## config.mk

```make
export PLATFORM = sky130hd
export DESIGN_NAME = pw_trigger_seq
export DESIGN_NICKNAME = d
export VERILOG_FILES = /design/src/rtl/pw_trigger_seq.sv
export SDC_FILE = /design/constraint.sdc
export NUM_CORES = 1
export LEC_CHECK = 0
export ABC_CLOCK_PERIOD_IN_PS = 23200
export CAP_MARGIN = 15
export CORE_MARGIN = 1.5
export CORE_UTILIZATION = 46
export DETAILED_ROUTE_END_ITERATION = 16
export GPL_TIMING_DRIVEN = 0
export PLACE_DENSITY = 0.69
export SLEW_MARGIN = 15
export SYNTH_ARGS = -nofsm -noshare
export SYNTH_HDL_FRONTEND = slang
export SYNTH_SLANG_ARGS = --single-unit
```

## constraint.sdc

```tcl
create_clock -name trigger_clk -period 23.2 [get_ports trigger_clk]
set_input_delay 2.32 -clock trigger_clk [delete_from_list [all_inputs] [get_ports trigger_clk]]
set_output_delay 2.32 -clock trigger_clk [all_outputs]
set_load 0.05 [all_outputs]
```

## src/rtl/pw_trigger_seq.sv

```systemverilog
// pw_trigger_seq: multi-pulse trigger sequencer.
//
// On each accepted pattern match it plays out a train of up to pNUM_TRIGGERS
// pulses on O_trigger, each with its own pre-pulse delay and high width. The
// pulse count and all delay/width fields are shadowed when a sequence starts,
// so the register block may change them freely while a sequence runs.
//
// Ports:
//   trigger_clk       sole clock
//   reset_i           asynchronous active-high reset
//   I_trigger_enable  level enable; dropping it aborts a running sequence
//   I_match           single-cycle match pulse that starts a sequence
//   I_num_triggers    pulses per sequence (0 -> 1, clamped to pNUM_TRIGGERS)
//   I_trigger_delays  delay k in slice k (low cycles before pulse k)
//   I_trigger_widths  width k in slice k (high cycles, 0 treated as 1)
//   O_trigger         registered trigger output
//   O_busy            high while a sequence is in progress
//   O_trigger_index   index of the pulse currently pending or active
//   O_done            one-cycle pulse in the first idle cycle after completion
//   O_match_ignored   one-cycle pulse after a match dropped while busy
module pw_trigger_seq #(
    parameter int unsigned pNUM_TRIGGERS        = 8,
    parameter int unsigned pTRIGGER_DELAY_WIDTH = 20,
    parameter int unsigned pTRIGGER_WIDTH_WIDTH = 17,
    parameter int unsigned pIDX_WIDTH           = $clog2(pNUM_TRIGGERS + 1)
) (
    input  logic                                          trigger_clk,
    input  logic                                          reset_i,
    input  logic                                          I_trigger_enable,
    input  logic                                          I_match,
    input  logic [pIDX_WIDTH-1:0]                         I_num_triggers,
    input  logic [pNUM_TRIGGERS*pTRIGGER_DELAY_WIDTH-1:0] I_trigger_delays,
    input  logic [pNUM_TRIGGERS*pTRIGGER_WIDTH_WIDTH-1:0] I_trigger_widths,
    output logic                                          O_trigger,
    output logic                                          O_busy,
    output logic [pIDX_WIDTH-1:0]                         O_trigger_index,
    output logic                                          O_done,
    output logic                                          O_match_ignored
);

    localparam int unsigned DW    = pTRIGGER_DELAY_WIDTH;
    localparam int unsigned WW    = pTRIGGER_WIDTH_WIDTH;
    localparam int unsigned IW    = pIDX_WIDTH;
    localparam int unsigned SEL_W = (pNUM_TRIGGERS > 1) ? $clog2(pNUM_TRIGGERS) : 1;

    localparam logic [IW-1:0] IDX_ONE  = IW'(1);
    localparam logic [IW-1:0] IDX_MAX  = IW'(pNUM_TRIGGERS);
    localparam logic [IW-1:0] IDX_LAST = IW'(pNUM_TRIGGERS - 1);
    localparam logic [DW-1:0] DLY_ONE  = DW'(1);
    localparam logic [WW-1:0] WID_ONE  = WW'(1);

    typedef enum logic [1:0] {StIdle, StDelay, StPulse} state_t;

    state_t        state_q;
    logic          trigger_q;
    logic          busy_q;
    logic          done_q;
    logic          ignored_q;
    logic [IW-1:0] idx_q;
    logic [IW-1:0] last_q;      // index of the final pulse of the running sequence
    logic [DW-1:0] dcnt_q;      // delay cycles remaining, including the current one
    logic [WW-1:0] wcnt_q;      // high cycles remaining, including the current one
    logic [DW-1:0] delay_sh_q [pNUM_TRIGGERS];
    logic [WW-1:0] width_sh_q [pNUM_TRIGGERS];

    logic [DW-1:0] delay_in [pNUM_TRIGGERS];
    logic [WW-1:0] width_in [pNUM_TRIGGERS];
    logic [IW-1:0] last_in;
    logic [IW-1:0] nxt_idx;
    logic [DW-1:0] nxt_delay;
    logic [WW-1:0] nxt_width;
    logic [WW-1:0] cur_width;

    function automatic logic [WW-1:0] width_eff(input logic [WW-1:0] w);
        return (w == '0) ? WID_ONE : w;
    endfunction

    always_comb begin
        for (int k = 0; k < int'(pNUM_TRIGGERS); k++) begin
            delay_in[k] = I_trigger_delays[k*DW +: DW];
            width_in[k] = I_trigger_widths[k*WW +: WW];
        end
    end

    // Effective pulse count n, stored as the last index n-1.
    always_comb begin
        if (I_num_triggers == '0) begin
            last_in = '0;
        end else if (I_num_triggers > IDX_MAX) begin
            last_in = IDX_LAST;
        end else begin
            last_in = I_num_triggers - IDX_ONE;
        end
    end

    always_comb begin
        nxt_idx   = idx_q + IDX_ONE;
        nxt_delay = delay_sh_q[nxt_idx[SEL_W-1:0]];
        nxt_width = width_eff(width_sh_q[nxt_idx[SEL_W-1:0]]);
        cur_width = width_eff(width_sh_q[idx_q[SEL_W-1:0]]);
    end

    always_ff @(posedge trigger_clk or posedge reset_i) begin
        if (reset_i) begin
            state_q    <= StIdle;
            trigger_q  <= 1'b0;
            busy_q     <= 1'b0;
            done_q     <= 1'b0;
            ignored_q  <= 1'b0;
            idx_q      <= '0;
            last_q     <= '0;
            dcnt_q     <= '0;
            wcnt_q     <= '0;
            delay_sh_q <= '{default: '0};
            width_sh_q <= '{default: '0};
        end else begin
            done_q    <= 1'b0;
            ignored_q <= 1'b0;
            case (state_q)
                StIdle: begin
                    if (I_match && I_trigger_enable) begin
                        delay_sh_q <= delay_in;
                        width_sh_q <= width_in;
                        last_q     <= last_in;
                        idx_q      <= '0;
                        busy_q     <= 1'b1;
                        if (delay_in[0] == '0) begin
                            state_q   <= StPulse;
                            trigger_q <= 1'b1;
                            wcnt_q    <= width_eff(width_in[0]);
                        end else begin
                            state_q <= StDelay;
                            dcnt_q  <= delay_in[0];
                        end
                    end
                end
                default: begin
                    if (I_match) begin
                        ignored_q <= 1'b1;
                    end
                    if (!I_trigger_enable) begin
                        // Abort: silent return to idle, no done pulse.
                        state_q   <= StIdle;
                        trigger_q <= 1'b0;
                        busy_q    <= 1'b0;
                        idx_q     <= '0;
                        dcnt_q    <= '0;
                        wcnt_q    <= '0;
                    end else if (state_q == StDelay) begin
                        if (dcnt_q == DLY_ONE) begin
                            state_q   <= StPulse;
                            trigger_q <= 1'b1;
                            dcnt_q    <= '0;
                            wcnt_q    <= cur_width;
                        end else begin
                            dcnt_q <= dcnt_q - DLY_ONE;
                        end
                    end else if (wcnt_q == WID_ONE) begin
                        // Last high cycle of the current pulse.
                        if (idx_q != last_q) begin
                            idx_q <= nxt_idx;
                            if (nxt_delay == '0) begin
                                // Back-to-back: stay high across the boundary.
                                wcnt_q <= nxt_width;
                            end else begin
                                state_q   <= StDelay;
                                trigger_q <= 1'b0;
                                wcnt_q    <= '0;
                                dcnt_q    <= nxt_delay;
                            end
                        end else begin
                            state_q   <= StIdle;
                            trigger_q <= 1'b0;
                            busy_q    <= 1'b0;
                            done_q    <= 1'b1;
                            idx_q     <= '0;
                            wcnt_q    <= '0;
                        end
                    end else begin
                        wcnt_q <= wcnt_q - WID_ONE;
                    end
                end
            endcase
        end
    end

    assign O_trigger       = trigger_q;
    assign O_busy          = busy_q;
    assign O_trigger_index = idx_q;
    assign O_done          = done_q;
    assign O_match_ignored = ignored_q;

endmodule

```

==> results.rst, run 1 <==
.. list-table::
   :header-rows: 1

   * - Metric
     - Value
   * - DR iter-0 viols
     - ~1800
   * - Post-Synthesis Mean Instance Area
     - 8.96 um^2
   * - Peak Freq
     - 190 MHz
   * - Total Die Area
     - 41000 um^2
   * - End point of the worst hold path
     - delay_sh_q[101]$_DFFE_PP0P_
   * - CTS Buf Count
     - 39
   * - Leading post-synthesis cells by cell area
     - sky130_fd_sc_hd__dfrtp_1, sky130_fd_sc_hd__nand2_1, sky130_fd_sc_hd__mux4_2, sky130_fd_sc_hd__clkbuf_1, sky130_fd_sc_hd__mux2i_1
   * - Post-DR vias/cell
     - between 5 and 6
   * - Detailed Routing Iterations Pass 1
     - 6
   * - Crit-path slowest cell
     - sky130_fd_sc_hd__clkbuf_1
   * - TritonCTS clock tree
     - done
   * - Worst Hold Launch
     - delay_sh_q[101]$_DFFE_PP0P_
   * - Count of pins over their slew limit
     - 0
   * - Total clock sinks
     - roughly 350
   * - Sequential cell area fraction in the yosys report
     - a little under half
   * - Number of cells upsized or downsized after cts
     - 0
   * - Min cycle time layout
     - 5.26 ns
   * - Syn Std Cell Area
     - 18300 um^2
   * - Cell row count
     - 72
   * - Worst Reg-to-Reg Cells
     - 11
   * - Width of the chip
     - 202 um
   * - Switching portion of total power
     - 43.2%
   * - Final worst slack
     - 17.94 ns
   * - Floorplan Core Area
     - 38900 um^2
   * - Number of placed I/O pins
     - 312
   * - Worst endpoint data arrival time
     - 5.77 ns
   * - Worst reg2reg startpoint
     - O_trigger_index[1]$_DFFE_PP0P_
   * - Startpoint kind of the worst setup timing path
     - input port
   * - Count of antenna-violating nets left after detailed routing
     - 0
   * - GRT Residual Overflow
     - 0
   * - Antenna violations before repair
     - 4
   * - Setup fix buffers added after clock tree synthesis
     - 0
   * - Highest ir drop seen on vdd
     - 63.3 uV
   * - Placed Cells incl. Taps
     - roughly 2900
   * - Area occupied by registers
     - 8680 um^2
   * - Clock Power Share
     - roughly 20%
   * - Final core utilization
     - 60.3%
   * - Cell-internal power
     - between 0.0015 and 0.002 W
   * - Clock slew at the register clock pins of the worst setup and hold paths
     - 0.06 ns
   * - Relative contribution of combinational cells to total power
     - a little under half
   * - Top cell family by delay on the critical path
     - buffers and inverters
   * - Final HPWL DP
     - 54100 um
   * - DRT Wirelength
     - approximately 70000 um
   * - Class of the tightest hold or removal check
     - reg -> reg
   * - Number of fillers in the final layout
     - around 3400
   * - Number of buffers on the longest clock path
     - 3
   * - Final Hold Viols
     - 0
   * - Die H
     - roughly 200 um
   * - Clock latency at the later pin of the worst-skew pair
     - 0.58 ns
   * - Ordered cell list for the critical path
     - clkdlybuf4s50_1 > clkbuf_1 > and3_1 > clkbuf_1 > clkbuf_1 > clkbuf_1 > nand2_1 > nand2_1
   * - Buffers & Inverters on Critical Path
     - 5
   * - Vias in the first global route
     - between 15000 and 20000
   * - Number of nets in the layout
     - around 2700
   * - Post-layout instance count excluding filler cells
     - around 2900
   * - Number of instances in the synthesized netlist
     - 2042
   * - Fraction of layout instances using a drive strength above 1
     - 8.65%
   * - Worst slew slack as a fraction of its limit
     - 30.7%
   * - RSZ-0062 raised after global routing
     - no
   * - Combined global-route utilization of all metal layers
     - between 30 and 40%
   * - Hold bufs inserted after CTS
     - 0
   * - Via count
     - 17070
   * - Reg2reg end
     - wcnt_q[0]$_DFFE_PP0P_
   * - Hold-critical path depth
     - 2
   * - Setup TNS Final
     - 0 ns
   * - Fraction of synthesis flops using an asynchronous set or reset pin
     - 100%
   * - Flip-flop cell with the highest count after synthesis
     - sky130_fd_sc_hd__dfrtp_1
   * - Maximum level of the CTS H-tree
     - 2
   * - Maximum fanout encountered on the critical timing path
     - 10
   * - Number of enable-type register cells in the synthesized netlist
     - 0
   * - Maximum cell stage delay along the critical path
     - ~0.74 ns
   * - Cell at the root of the clock tree
     - sky130_fd_sc_hd__clkbuf_16
   * - Type of destination of the critical path
     - register
   * - Number of synthesized register bits
     - about 350
   * - Largest net degree at the start of global routing
     - between 100 and 150
   * - Post-synthesis cell type count
     - 65
   * - Synth warnings
     - 0
   * - Startpoint-to-endpoint class of the critical path
     - in -> reg
   * - Flop pwr share
     - 34.5%
   * - Yosys top cell by area
     - sky130_fd_sc_hd__dfrtp_1
   * - Final clock period utilization by the worst path
     - between 20% and 30%
   * - Layout Area Growth over Synthesis
     - 28.3%
   * - Global-route wire length before repair
     - ~110000 um
   * - Drt wl/cell
     - roughly 24 um
   * - Most used cell along the critical path
     - sky130_fd_sc_hd__clkbuf_1
   * - Data required time at the worst endpoint
     - between 20 and 25 ns
   * - Initial cell density of the core
     - a little under half
   * - Reported leakage power
     - 10.6 nW
   * - Synthesized Nets
     - between 2000 and 2500
   * - Top cell type's share of synthesized area
     - 47.5%
   * - Count of input and output buffers
     - just over 300
   * - Power Dens Cells
     - approximately 140 nW/um^2
   * - Post-placement setup slack
     - 17.46 ns
   * - Least-Margin Pin Slew
     - 1.04 ns
   * - Number of maximum-capacitance constraint violations
     - 0
   * - Clock Skews
     - between 0.015 and 0.02 ns
   * - Count of endpoints failing setup in the final report
     - 0
   * - Setup slack of the worst register-to-register path
     - 18.12 ns
   * - DRC violation count after routing
     - 0
   * - Run status
     - completed
   * - Footprint of the multi-input gates
     - 9010 um^2
   * - P_sw
     - between 0.001 and 0.0015 W
   * - Gp weighted congestion
     - about 0.95
cell type report:
type | instances | area share (%)
clock inverter | 15 | 0.768
multi-input combinational | 1552 | 38.4
clock buffer | 56 | 4.81
inverter | 13 | 0.240
buffer | 130 | 2.36
sequential | 347 | 37.0
antenna | 3 | 0.0320
tap | 518 | 2.76
timing repair buffer | 314 | 13.6
per-layer routing:
layer	global-route usage, %	routed length [um]	share of wire [%]	vias to the layer above
li1	-	-	-	7628
met1	50.7	30200	43	8460
met2	50.8	30500	44	858
met3	8.17	7170	10	122
met4	10.6	2140	3.1	2
met5	0	18	0.026	-
worst max path at each step:
stage / from / end / slack [ns] / cells after the start
final: I_trigger_enable / width_sh_q[130]$_DFFE_PP0P_ / 17.94 / 8
after global placement: reset_i / delay_sh_q[30]$_DFFE_PP0P_ / 6.92 / 2
after CTS: I_trigger_enable / width_sh_q[130]$_DFFE_PP0P_ / 18.01 / 8
after detailed placement: I_trigger_enable / width_sh_q[130]$_DFFE_PP0P_ / 17.46 / 8
after global routing: I_trigger_enable / width_sh_q[130]$_DFFE_PP0P_ / 17.80 / 8
after floorplan: reset_i / O_busy$_DFFE_PP0P_ / 11.26 / 1
worst reg2reg max path, cell delays in order (launching register included):
cell and delay (ns):
sky130_fd_sc_hd__dfrtp_1 0.48, sky130_fd_sc_hd__ha_1 0.31, sky130_fd_sc_hd__buf_2 0.31, sky130_fd_sc_hd__buf_1 0.68, sky130_fd_sc_hd__buf_2 0.45, sky130_fd_sc_hd__clkbuf_1 0.66
sky130_fd_sc_hd__mux4_2 0.45, sky130_fd_sc_hd__nor4_1 0.48, sky130_fd_sc_hd__nand3_1 0.14, sky130_fd_sc_hd__a2111oi_0 0.70, sky130_fd_sc_hd__o211ai_1 0.19, sky130_fd_sc_hd__a22oi_1 0.15
synth_stat cells, drive strengths merged, types with 17 or more instances:
library cell	count
dfrtp	347
nor3	45
o31ai	20
mux4	97
buf	33
a221oi	17
a211oi	19
nor4	32
nand2	992
mux2i	29
clkbuf	97
o21ai	38
a21oi	44
nor2	62
power groups by stage:
stage,Sequential [W],Clock (W),Combinational [W]
after detailed placement,0.00111,0,0.00146
final,0.00112,0.000635,0.00149
after floorplan,0.00104,0,0.000970
after CTS,0.00111,0.000638,0.00146
after global placement,0.00110,0,0.00144
after global routing,0.00115,0.000665,0.00161
cells by family (layout without fill, tap and decap cells):
family / Yosys count / in the layout / synth area share (%)
xor gates and xnor gates: 21 / 21 / 1.01
AOI/OAI and AO/OA: 189 / 189 / 6.91
DFF: 347 / 347 / 47.5
adders and majority gates: 8 / 8 / 0.520
buffers and inverters: 143 / 528 / 3.29
and+or+nand+nor: 1193 / 1193 / 26.4
muxes: 141 / 141 / 14.5
other: 0 / 3 / 0
cells in the final DEF (no fill, tap or decap), drive strengths merged, types with 4 or more instances in the layout:
| cell type | count |
|---|---|
| nor2b | 11 |
| xor2 | 6 |
| clkbuf | 153 |
| nor4 | 32 |
| o22ai | 9 |
| mux2i | 29 |
| a221oi | 17 |
| buf | 36 |
| and3 | 4 |
| o211ai | 10 |
| ha | 6 |
| mux4 | 97 |
| nand2 | 992 |
| a21oi | 44 |
| o21ai | 38 |
| clkdlybuf4s50 | 311 |
| a211oi | 19 |
| a31oi | 9 |
| clkinv | 9 |
| mux2 | 15 |
| o31ai | 20 |
| or4 | 4 |
| inv | 14 |
| nand4 | 4 |
| nand2b | 8 |
| dfrtp | 347 |
| nor3 | 45 |
| xnor2 | 15 |
| nand3 | 10 |
| or2 | 4 |
| and2 | 4 |
| nor2 | 62 |
stage by stage:
stage	instance area [um^2]	total power, W	hold WS, ns
2_1_floorplan	18300	0.00201	0.440
3_3_place_gp	22100	0.00254	0.453
3_5_place_dp	22100	0.00257	0.459
4_1_cts	23500	0.00321	0.473
5_1_grt	23500	0.00343	0.491
6_report	23500	0.00325	0.469
sequential cells by signal, indices dropped and copies added, names as in the netlist:
| register | cells |
|---|---|
| delay_sh_q | 160 |
| O_match_ignored | 1 |
| state_q | 2 |
| O_busy | 1 |
| wcnt_q | 17 |
| O_trigger_index | 4 |
| last_q | 4 |
| O_trigger | 1 |
| width_sh_q | 136 |
| dcnt_q | 20 |
| O_done | 1 |
Note: power is estimated with default switching activity, not from simulation.
==> run 2: changes to the inputs <==
--- a/config.mk
+++ b/config.mk
@@ -5,13 +5,13 @@
 export SDC_FILE = /design/constraint.sdc
 export NUM_CORES = 1
 export LEC_CHECK = 0
-export ABC_CLOCK_PERIOD_IN_PS = 23200
+export ABC_CLOCK_PERIOD_IN_PS = 4400
 export CAP_MARGIN = 15
 export CORE_MARGIN = 1.5
 export CORE_UTILIZATION = 46
 export DETAILED_ROUTE_END_ITERATION = 16
 export GPL_TIMING_DRIVEN = 0
-export PLACE_DENSITY = 0.69
+export PLACE_DENSITY = 0.72
 export SLEW_MARGIN = 15
 export SYNTH_ARGS = -nofsm -noshare
 export SYNTH_HDL_FRONTEND = slang
==> constraint.sdc (replaced) <==
create_clock -name trigger_clk -period 4.4 [get_ports trigger_clk]
set_input_delay 0.44 -clock trigger_clk [delete_from_list [all_inputs] [get_ports trigger_clk]]
set_output_delay 0.44 -clock trigger_clk [all_outputs]
set_load 0.05 [all_outputs]
==> run 2 against run 1 <==
Final cell count up 0.17%. Clock power rose to 5.8 times the previous value. Combinational power rose to 5.3 times the previous value. Global-route usage up 0.10 points. Routed wire length up 0.47%. Largest power group unchanged. Hold slack worse by 0.18 ns. Design area up 1.1%. Sequential share of layout area down 0.40 points. Critical path depth up 3. Sequential power rose to 5.3 times the previous value. Via count up 1.1%. Clock skew up 0.011 ns.
==> results.rst, run 2 (synthesis results as in run 1) <==
.. list-table::
   :header-rows: 1

   * - Metric
     - Value
   * - Count of endpoints failing setup in the final report
     - 0 (unchanged)
   * - Combined global-route utilization of all metal layers
     - 34.7% (was 34.6%)
   * - Number of flip-flops in the largest register
     - 160 (unchanged)
   * - Post-DR vias/cell
     - 5.84 (was 5.79)
   * - Clock slew at the register clock pins of the worst setup and hold paths
     - 0.07 ns (was 0.06 ns)
   * - Hold bufs inserted after CTS
     - 0 (unchanged)
   * - DRT Wirelength
     - 70300 um (was 70000 um)
   * - Maximum cell stage delay along the critical path
     - 0.57 ns (was 0.74 ns)
   * - Count of input and output buffers
     - 311 (unchanged)
   * - Cell row count
     - 72 (unchanged)
   * - Final worst hold slack
     - 0.286 ns (was 0.469 ns)
   * - Type of destination of the critical path
     - register (unchanged)
   * - Clock Power Share
     - 21.1% (was 19.5%)
   * - Layout Area Growth over Synthesis
     - 29.7% (was 28.3%)
   * - Crit-path slowest cell
     - sky130_fd_sc_hd__a2111oi_1 (was sky130_fd_sc_hd__clkbuf_1)
   * - Registers with the most flip-flops
     - delay_sh_q: 160 flops, width_sh_q: 136 flops, dcnt_q: 20 flops (unchanged)
   * - Most used cell along the critical path
     - sky130_fd_sc_hd__buf_2 (was sky130_fd_sc_hd__clkbuf_1)
   * - Setup fix buffers added after clock tree synthesis
     - 0 (unchanged)
   * - Worst slew slack as a fraction of its limit
     - 29.4% (was 30.7%)
   * - Count of antenna-violating nets left after detailed routing
     - 0 (unchanged)
   * - Initial cell density of the core
     - 47.0% (unchanged)
   * - Final Hold Viols
     - 0 (unchanged)
   * - Startpoint-to-endpoint class of the critical path
     - reg -> reg (was in -> reg)
   * - Setup TNS Final
     - 0 ns (unchanged)
   * - Width of the chip
     - 202 um (unchanged)
   * - Count of pins over their slew limit
     - 0 (unchanged)
   * - Maximum level of the CTS H-tree
     - 2 (unchanged)
   * - Gp weighted congestion
     - 0.954 (was 0.950)
   * - Maximum fanout encountered on the critical timing path
     - 10 (unchanged)
   * - DR iter-0 viols
     - 2094 (was 1849)
   * - Switching portion of total power
     - 42.6% (was 43.2%)
   * - Final core utilization
     - 61.0% (was 60.3%)
   * - Flop pwr share
     - 33.7% (was 34.5%)
   * - Placement-stage cell area
     - 22300 um^2 (was 22100 um^2)
   * - GRT Residual Overflow
     - 0 (unchanged)
   * - Number of placed I/O pins
     - 312 (unchanged)
   * - Number of nets in the layout
     - 2715 (was 2707)
   * - Number of buffers on the longest clock path
     - 3 (unchanged)
   * - Global-route wire length before repair
     - 106000 um (was 105000 um)
   * - Startpoint kind of the worst setup timing path
     - register (was input port)
   * - Ordered cell list for the critical path
     - ha_1 > buf_2 > buf_2 > buf_2 > clkbuf_2 > mux4_2 > mux2i_1 > nand4_1 > a2111oi_1 > o211ai_1 > a22oi_1 (was clkdlybuf4s50_1 > clkbuf_1 > and3_1 > clkbuf_1 > clkbuf_1 > clkbuf_1 > nand2_1 > nand2_1)
   * - Total clock sinks
     - 347 (unchanged)
   * - Final HPWL DP
     - 54300 um (was 54100 um)
   * - Data required time at the worst endpoint
     - 4.91 ns (was 23.71 ns)
   * - Detailed Routing Iterations Pass 1
     - 5 (was 6)
   * - Leading cell type in the layout, fill and taps excluded
     - sky130_fd_sc_hd__nand2_1 (unchanged)
   * - Final design instance area without fill
     - 23700 um^2 (was 23500 um^2)
   * - RSZ-0062 raised after global routing
     - no (unchanged)
   * - Min cycle time layout
     - 4.36 ns
   * - Run status
     - completed (unchanged)
   * - Peak Freq
     - about 230 MHz
   * - Drt wl/cell
     - 23.8 um (was 23.7 um)
   * - Cell-internal power
     - 0.0101 W (was 0.00185 W)
   * - Count of inserted antenna diode cells
     - 0 (was 3)
   * - Largest Register
     - delay_sh_q (unchanged)
   * - P_sw
     - 0.00748 W (was 0.00140 W)
   * - Floorplan Core Area
     - 38900 um^2 (unchanged)
   * - Cell at the root of the clock tree
     - sky130_fd_sc_hd__clkbuf_16 (unchanged)
   * - Power Dens Cells
     - 740 nW/um^2 (was 138 nW/um^2)
   * - Vias in the first global route
     - 17414 (was 17205)
   * - Via count
     - 17253 (was 17070)
   * - Class of the tightest hold or removal check
     - in -> async (was reg -> reg)
   * - Largest net degree at the start of global routing
     - 39 (was 109)
   * - Power Total
     - 0.0175 W (was 0.00325 W)
   * - Number of maximum-capacitance constraint violations
     - 0 (unchanged)
   * - DRC violation count after routing
     - 0 (unchanged)
   * - Highest ir drop seen on vdd
     - 308 uV (was 63.3 uV)
   * - Die H
     - 202 um (unchanged)
   * - Total Die Area
     - 41000 um^2 (unchanged)
   * - Relative contribution of combinational cells to total power
     - 45.2% (was 46.0%)
   * - CTS Buf Count
     - 40 (was 39)
   * - TritonCTS clock tree
     - done (unchanged)
   * - Number of cells upsized or downsized after cts
     - 3 (was 0)
   * - Reported leakage power
     - 10.8 nW (was 10.6 nW)
   * - Commonest cells after routing, fill and taps aside
     - sky130_fd_sc_hd__nand2_1, sky130_fd_sc_hd__dfrtp_1, sky130_fd_sc_hd__clkdlybuf4s50_1 (unchanged)
   * - Clock Skews
     - 0.0294 ns (was 0.0184 ns)
   * - Final clock period utilization by the worst path
     - ~99%
   * - Antenna violations before repair
     - 0 (was 4)
   * - Setup slack of the worst register-to-register path
     - 0.04 ns (was 18.12 ns)
   * - Fraction of layout instances using a drive strength above 1
     - 9.28% (was 8.65%)
   * - Least-Margin Pin Slew
     - 1.05 ns (was 1.04 ns)
   * - Clock latency at the later pin of the worst-skew pair
     - 0.59 ns (was 0.58 ns)
   * - Worst endpoint data arrival time
     - 4.86 ns (was 5.77 ns)
   * - Number of fillers in the final layout
     - 3399 (was 3433)
run 2: changes by cell type in the layout (fill, tap and decap cells not counted), sizes merged:
cell and change:
clkinvlp -2, clkbuf -3, bufinv +5, buf +6, diode -3, clkinv +2
run 2: final timing paths:
| path | start | to | cells past startpoint |
|---|---|---|---|
| max in group asynchronous | reset_i | width_sh_q[2]$_DFFE_PP0P_ | 6 |
| max | O_trigger_index[0]$_DFFE_PP0P_ | wcnt_q[0]$_DFFE_PP0P_ | 11 |
| max reg2reg | O_trigger_index[0]$_DFFE_PP0P_ | wcnt_q[0]$_DFFE_PP0P_ | 11 |
| min in group trigger_clk | I_trigger_widths[45] | width_sh_q[96]$_DFFE_PP0P_ | 3 |
| min reg2reg | delay_sh_q[67]$_DFFE_PP0P_ | delay_sh_q[67]$_DFFE_PP0P_ | 2 |
| min | reset_i | delay_sh_q[151]$_DFFE_PP0P_ | 2 |
run 2: worst max-delay path: cells and delay by family (launching register included):
family,cells,cell delay [ns]
muxes,2,0.90
and+or+nand+nor,1,0.17
buffers and inverters,4,1.55
DFF,1,0.45
AOI/OAI and AO/OA,3,0.90
adders and majority gates,1,0.31
run 2: stage by stage:
step | worst slack, ns | std cells
global placement | -3.05 | 2871
global route | 0.0558 | 2953
floorplan | -0.684 | 2042
finish | 0.0445 | 2953
CTS | 0.0241 | 2953
detailed placement | -0.537 | 2881
run 2: layout make-up:
class	instances	area [um^2]	share of cell area (%)
multi-input cells	1552	9010	38.0
inverters	13	52.6	0.221
well taps	518	648	2.73
clock buffers	52	1130	4.75
clock inverters	20	330	1.39
plain buffers	130	558	2.35
flip-flops and latches	347	8680	36.6
repair buffers	321	3310	14.0
run 2: power by group through the flow:
| stage | combinational, W | sequential [W] | clock [W] |
|---|---|---|---|
| 2_1_floorplan | 0.00512 | 0.00546 | 0 |
| 5_1_grt | 0.00850 | 0.00604 | 0.00385 |
| 3_5_place_dp | 0.00769 | 0.00586 | 0 |
| 4_1_cts | 0.00774 | 0.00583 | 0.00372 |
| 6_report | 0.00794 | 0.00591 | 0.00370 |
| 3_3_place_gp | 0.00756 | 0.00579 | 0 |
run 2: layer usage:
| layer | track usage [%] | wire length (um) | vias up |
|---|---|---|---|
| li1 | - | - | 7624 |
| met1 | 50.9 | 30700 | 8632 |
| met2 | 52.1 | 31100 | 890 |
| met3 | 7.80 | 6830 | 107 |
| met4 | 8.92 | 1700 | 0 |
| met5 | 0 | 0 | - |
